## src/rtl/sp_pattern_sequencer.sv

```systemverilog
// LFSR pattern sequencer for one-register-stage netlists: drives primary inputs,
// realigns the registered outputs to their patterns and counts ones per output.
module sp_pattern_sequencer #(
    parameter int          NUM_IN   = 5,
    parameter int          NUM_OUT  = 2,
    parameter int          PAT_W    = 16,
    parameter int          CNT_W    = 16,
    parameter int          PIPE_LAT = 1,
    parameter logic [15:0] SEED     = 16'hACE1
) (
    input  logic                     clk,
    input  logic                     resetn,
    input  logic                     start,
    input  logic [PAT_W-1:0]         num_patterns,
    input  logic [NUM_OUT-1:0]       dut_out,
    output logic [NUM_IN-1:0]        pat_out,
    output logic                     busy,
    output logic                     done,
    output logic [NUM_OUT*CNT_W-1:0] ones_cnt,
    output logic [PAT_W-1:0]         sample_cnt
);

    typedef enum logic [1:0] {S_IDLE, S_RUN, S_DRAIN, S_DONE} state_e;

    localparam logic [15:0] SEED_EFF = (SEED == 16'h0000) ? 16'h0001 : SEED;

    state_e              state_q, state_d;
    logic [15:0]         lfsr_q, lfsr_d;
    logic [PAT_W-1:0]    num_q, num_d;
    logic [PAT_W-1:0]    issue_q, issue_d;
    logic [PAT_W-1:0]    sample_q, sample_d;
    logic [PIPE_LAT-1:0] pipe_q, pipe_d;
    logic [PIPE_LAT-1:0] drain_next;
    logic [CNT_W-1:0]    cnt_q [NUM_OUT];
    logic [CNT_W-1:0]    cnt_d [NUM_OUT];
    logic                push;
    logic                clear;
    logic                fb;

    // start is a level request honoured only in IDLE; there is no ready/ack,
    // busy and done tell the host whether it was taken.
    always_comb begin
        state_d    = state_q;
        lfsr_d     = lfsr_q;
        num_d      = num_q;
        issue_d    = issue_q;
        push       = 1'b0;
        clear      = 1'b0;
        fb         = lfsr_q[15] ^ lfsr_q[13] ^ lfsr_q[12] ^ lfsr_q[10];
        drain_next = PIPE_LAT'({pipe_q, 1'b0});

        case (state_q)
            S_IDLE: begin
                if (start) begin
                    clear   = 1'b1;
                    issue_d = '0;
                    if (num_patterns != '0) begin
                        num_d   = num_patterns;
                        lfsr_d  = SEED_EFF;
                        state_d = S_RUN;
                    end else begin
                        state_d = S_DONE;
                    end
                end
            end
            S_RUN: begin
                push    = 1'b1;
                lfsr_d  = {lfsr_q[14:0], fb};
                issue_d = issue_q + 1'b1;
                if (issue_d == num_q) state_d = S_DRAIN;
            end
            S_DRAIN: begin
                // Leave once the last in-flight pattern reaches the tail.
                if (drain_next == '0) state_d = S_DONE;
            end
            S_DONE: state_d = S_IDLE;
            default: state_d = S_IDLE;
        endcase

        pipe_d = PIPE_LAT'({pipe_q, push});

        sample_d = sample_q;
        for (int i = 0; i < NUM_OUT; i++) cnt_d[i] = cnt_q[i];
        if (clear) begin
            sample_d = '0;
            for (int i = 0; i < NUM_OUT; i++) cnt_d[i] = '0;
        end else if (pipe_q[PIPE_LAT-1]) begin
            sample_d = sample_q + 1'b1;
            for (int i = 0; i < NUM_OUT; i++) begin
                if (dut_out[i] && (cnt_q[i] != {CNT_W{1'b1}})) cnt_d[i] = cnt_q[i] + 1'b1;
            end
        end
    end

    always_ff @(posedge clk or negedge resetn) begin
        if (!resetn) begin
            state_q  <= S_IDLE;
            lfsr_q   <= SEED_EFF;
            num_q    <= '0;
            issue_q  <= '0;
            sample_q <= '0;
            pipe_q   <= '0;
            for (int i = 0; i < NUM_OUT; i++) cnt_q[i] <= '0;
        end else begin
            state_q  <= state_d;
            lfsr_q   <= lfsr_d;
            num_q    <= num_d;
            issue_q  <= issue_d;
            sample_q <= sample_d;
            pipe_q   <= pipe_d;
            for (int i = 0; i < NUM_OUT; i++) cnt_q[i] <= cnt_d[i];
        end
    end

    always_comb begin
        ones_cnt = '0;
        for (int i = 0; i < NUM_OUT; i++) ones_cnt[i*CNT_W +: CNT_W] = cnt_q[i];
    end

    assign pat_out    = (state_q == S_RUN) ? lfsr_q[NUM_IN-1:0] : '0;
    assign busy       = (state_q == S_RUN) || (state_q == S_DRAIN);
    assign done       = (state_q == S_DONE);
    assign sample_cnt = sample_q;

endmodule

```

## config.mk

```make
export PLATFORM = sky130hd
export DESIGN_NAME = sp_pattern_sequencer
export DESIGN_NICKNAME = d
export VERILOG_FILES = /design/src/rtl/sp_pattern_sequencer.sv
export SDC_FILE = /design/constraint.sdc
export NUM_CORES = 1
export LEC_CHECK = 0
export ABC_CLOCK_PERIOD_IN_PS = 3000
export CAP_MARGIN = 20
export CORE_MARGIN = 4
export CORE_UTILIZATION = 56
export CTS_BUF_LIST = sky130_fd_sc_hd__clkbuf_8
export CTS_CLUSTER_SIZE = 16
export DETAILED_ROUTE_END_ITERATION = 10
export HOLD_SLACK_MARGIN = 0.03
export PLACE_DENSITY = 0.84
export RECOVER_POWER = 50
export SYNTH_ARGS = -nofsm -noshare
export SYNTH_HDL_FRONTEND = slang
export SYNTH_SLANG_ARGS = --single-unit
```

## constraint.sdc

```tcl
create_clock -name clk -period 3 [get_ports clk]
set_input_delay 0.6 -clock clk [delete_from_list [all_inputs] [get_ports clk]]
set_output_delay 0.6 -clock clk [all_outputs]
set_load 0.02 [all_outputs]
```

==> qor.txt <==
CRITICAL PATH
-------------------------------------------------------------------------------------
Required @ worst endpoint ..............................................      3.26 ns
Peak fanout along the critical path ....................................            8
Category of the worst setup path launch point ..........................     register
Class of the most critical setup path ..................................   reg -> reg
Category of the worst setup path capture point .........................     register
Arrival @ worst endpoint ...............................................      3.00 ns

TIMING
-------------------------------------------------------------------------------------
Final hold violation count .............................................            0
Tightest Pin Transition ................................................      1.45 ns
Unrepaired setup endpoints after global routing ........................        false
Setup violations, final ................................................            0
Final setup skew .......................................................    0.0120 ns
Fmax ...................................................................      365 MHz
Aggregate negative setup slack .........................................         0 ns
Rel. slew slack ........................................................        3.24%
Slew Viols, Final ......................................................            0
Min cycle time layout ..................................................      2.74 ns
Final critical-path share of the clock period ..........................        91.2%

DIE
-------------------------------------------------------------------------------------
Width of the chip ......................................................       104 um
Die outline height .....................................................       104 um
Overall die area .......................................................  0.0109 mm^2
Floorplan Core Area .................................................... 0.00889 mm^2
Initial cell density of the core .......................................        58.4%
Ports placed on the boundary ...........................................           76
Number of cell rows ....................................................           34

CLOCK TREE
-------------------------------------------------------------------------------------
Master cell of the clock root buffer ...................................     clkbuf_8
H-tree level count .....................................................            3
CTS tree ...............................................................        built
Maximum number of buffers from clock root to sink ......................            2
TritonCTS Buffers ......................................................            9
# clock sinks ..........................................................           99
Later-pin clock latency in the skew report .............................      0.36 ns
Clock transition at the registers of the reported paths ................      0.09 ns
Count of hold buffers inserted by post-cts repair ......................            0
Number of setup buffers added after CTS ................................            0

PWR
-------------------------------------------------------------------------------------
Lkg Pwr ................................................................      2.71 nW
IR Drop Worst-Case VDD .................................................     0.519 mV
Power density over the cells ...........................................  738 mW/mm^2
Total Power Consumption ................................................      4.56 mW

ROUTING
-------------------------------------------------------------------------------------
Remaining DRCs .........................................................            0
Count of routing violations after the opening detailed-route iteration .          283
First-pass iteration count of the detailed router ......................            4
Post-Route WL ..........................................................     11500 um
Overall via count from detail_route ....................................         4049
Via count normalized by instance count .................................         5.83
Post-detailed-route count of antenna-violating nets ....................            0
Final routed wire length divided by cell count .........................      16.5 um

FINISH
-------------------------------------------------------------------------------------
Total Nets Final .......................................................          611
ANT cells ..............................................................            0
Post-synthesis to final-layout area growth .............................        18.8%
Post-route non-filler standard cell count ..............................          695
Fraction of layout cells with a size suffix above 1 ....................        9.54%

GLOBAL ROUTING
-------------------------------------------------------------------------------------
All-Layer GR Usage .....................................................        21.2%
Global-route wire length before repair .................................     19000 um
Remaining global-route overflow ........................................            0
Maximum number of pins on one net before global-route repair ...........           49
Antenna violations before repair .......................................            0
Vias in the first global route .........................................         3938

YOSYS
-------------------------------------------------------------------------------------
Post-synthesis cell count ..............................................          516
Fraction of the yosys area taken by sequential cells ...................        47.9%
Number of enable flip-flop cells after synthesis .......................            0
Synthesis Warnings .....................................................            0
Number of flip-flops and latches in the synthesized netlist ............           99
Post-synth net total ...................................................          545
Unique masters post-synth ..............................................           51
Combined area of all synthesized cells ................................. 0.00519 mm^2
Ys async rst share .....................................................         100%
Synth top area cells ................................................... dfrtp_1 (44%), xor2_1 (6.9%), nor2_1 (4.5%)
Biggest area consumer among synthesized cells ..........................      dfrtp_1
Most used flip-flop cell after synthesis ...............................      dfrtp_1
Cell types with the highest counts after synthesis ..................... dfrtp_1 (91), nor2_1 (62), xor2_1 (41)
Dominant cell by count in the synthesized netlist ......................      dfrtp_1
Avg Synthesized Cell Area ..............................................    10.1 um^2
Area share of the largest cell type after synthesis ....................        43.8%

WORST HOLD PATH
-------------------------------------------------------------------------------------
Hold crit path type ....................................................  in -> async

PLACED DESIGN
-------------------------------------------------------------------------------------
Count of input and output buffers ......................................           75
HPWL Detailed ..........................................................      8430 um
Number of placed cells counting well taps ..............................          679
Final weighted congestion in routability-driven placement ..............        0.948

RUN
-------------------------------------------------------------------------------------
Total of max-cap violations ............................................            0

STATUS
-------------------------------------------------------------------------------------
Status ................................................................. finished, final reports clean

-- cell type report --
| cell class | instances | area [um^2] |
|---|---|---|
| fillers | 658 | 2720 |
| multi-input cells | 379 | 2540 |
| repair buffers | 81 | 782 |
| clock inverters | 5 | 30.0 |
| inverters | 12 | 45.0 |
| well taps | 108 | 135 |
| clock buffers | 11 | 151 |
| flip-flops and latches | 99 | 2490 |
-- registers in the layout, summed over array words and instances, names as in the netlist --
signal      count
ones_cnt       32
issue_q        16
lfsr_q         16
num_q          16
sample_cnt     16
state_q         2
pipe_q          1
-- kinds of logic (layout without fill, tap and decap cells) --
group / after synthesis / count (layout) / share of synthesized area [%]
mux: 18 / 18 / 3.83
buf+inv: 38 / 109 / 3.47
fa+ha+maj: 8 / 8 / 1.93
flops: 99 / 99 / 47.9
xor+xnor: 68 / 68 / 11.7
simple gates: 206 / 206 / 21.2
compound gates: 79 / 79 / 9.97
-- final timing paths --
| path | slack (ns) | end | start | depth (start not counted) |
|---|---|---|---|---|
| min in group clk | 0.48 | lfsr_q[15]$_DFFE_PN1P_ | lfsr_q[15]$_DFFE_PN1P_ | 2 |
| worst max register to register | 0.26 | state_q[1]$_DFFE_PN0P_ | issue_q[0]$_DFFE_PN0P_ | 8 |
| worst min-delay path | 0.45 | sample_cnt[8]$_DFFE_PN0P_ | resetn | 1 |
| worst min register to register | 0.48 | lfsr_q[15]$_DFFE_PN1P_ | lfsr_q[15]$_DFFE_PN1P_ | 2 |
| max in group asynchronous | 0.56 | issue_q[1]$_DFFE_PN0P_ | resetn | 2 |
| worst max-delay path | 0.26 | state_q[1]$_DFFE_PN0P_ | issue_q[0]$_DFFE_PN0P_ | 8 |
-- critical path: stages, from the launching register on --
cell,delay (ns)
dfrtp_1,0.52
ha_1,0.35
nand3_2,0.19
nor4_2,0.49
xnor2_1,0.17
nand4_1,0.12
nor4_1,0.35
a41oi_2,0.22
o2bb2a_4,0.23
-- per-stage QoR --
stage / hold slack [ns] / setup WS, ns / utilization [%] / area, um^2
after detailed placement: 0.476 / 0.254 / 67.5 / 6000
after floorplan: 0.304 / 0.580 / - / 5190
after global routing: 0.517 / 0.0350 / 69.4 / 6170
final: 0.446 / 0.264 / 69.4 / 6170
after CTS: 0.254 / 0.249 / 69.5 / 6180
after global placement: 0.449 / 0.363 / 67.5 / 6000
-- layout by cell type (no fill, tap or decap), types with 15 or more instances in the layout --
master and instances:
clkdlybuf4s50_1 74, nand4_1 20, dfrtp_1 91, and3_1 17, nand3_1 21, nor2_1 62, o21ai_0 31, xor2_1 41
nand2_1 37, xnor2_1 26, mux2_2 15
-- report_power, final --
| part | total [mW] | switching [mW] | internal [mW] |
|---|---|---|---|
| clock | 0.787 | 0.446 | 0.341 |
| combinational | 1.77 | 0.964 | 0.804 |
| sequential | 2.00 | 0.320 | 1.68 |
| total | 4.56 | 1.73 | 2.83 |
-- layer usage --
| metal | up-vias | track usage, % | wire length, um | part of all wire (%) |
|---|---|---|---|---|
| li1 | 1933 | - | - | - |
| met4 | 0 | 6.84 | 195 | 1.7 |
| met3 | 18 | 4.66 | 641 | 5.6 |
| met1 | 1985 | 27.2 | 4990 | 43 |
| met2 | 113 | 35.7 | 5660 | 49 |
| met5 | - | 0 | 0 | 0 |
-- what timing repair did --
| action | 4_1_cts | 5_1_grt |
|---|---|---|
| endpoints found under the hold margin | 0 | 0 |
| endpoints found under the setup margin | 0 | 2 |
| resized for setup | 0 | 2 |
(Power assumes the default switching activity.)
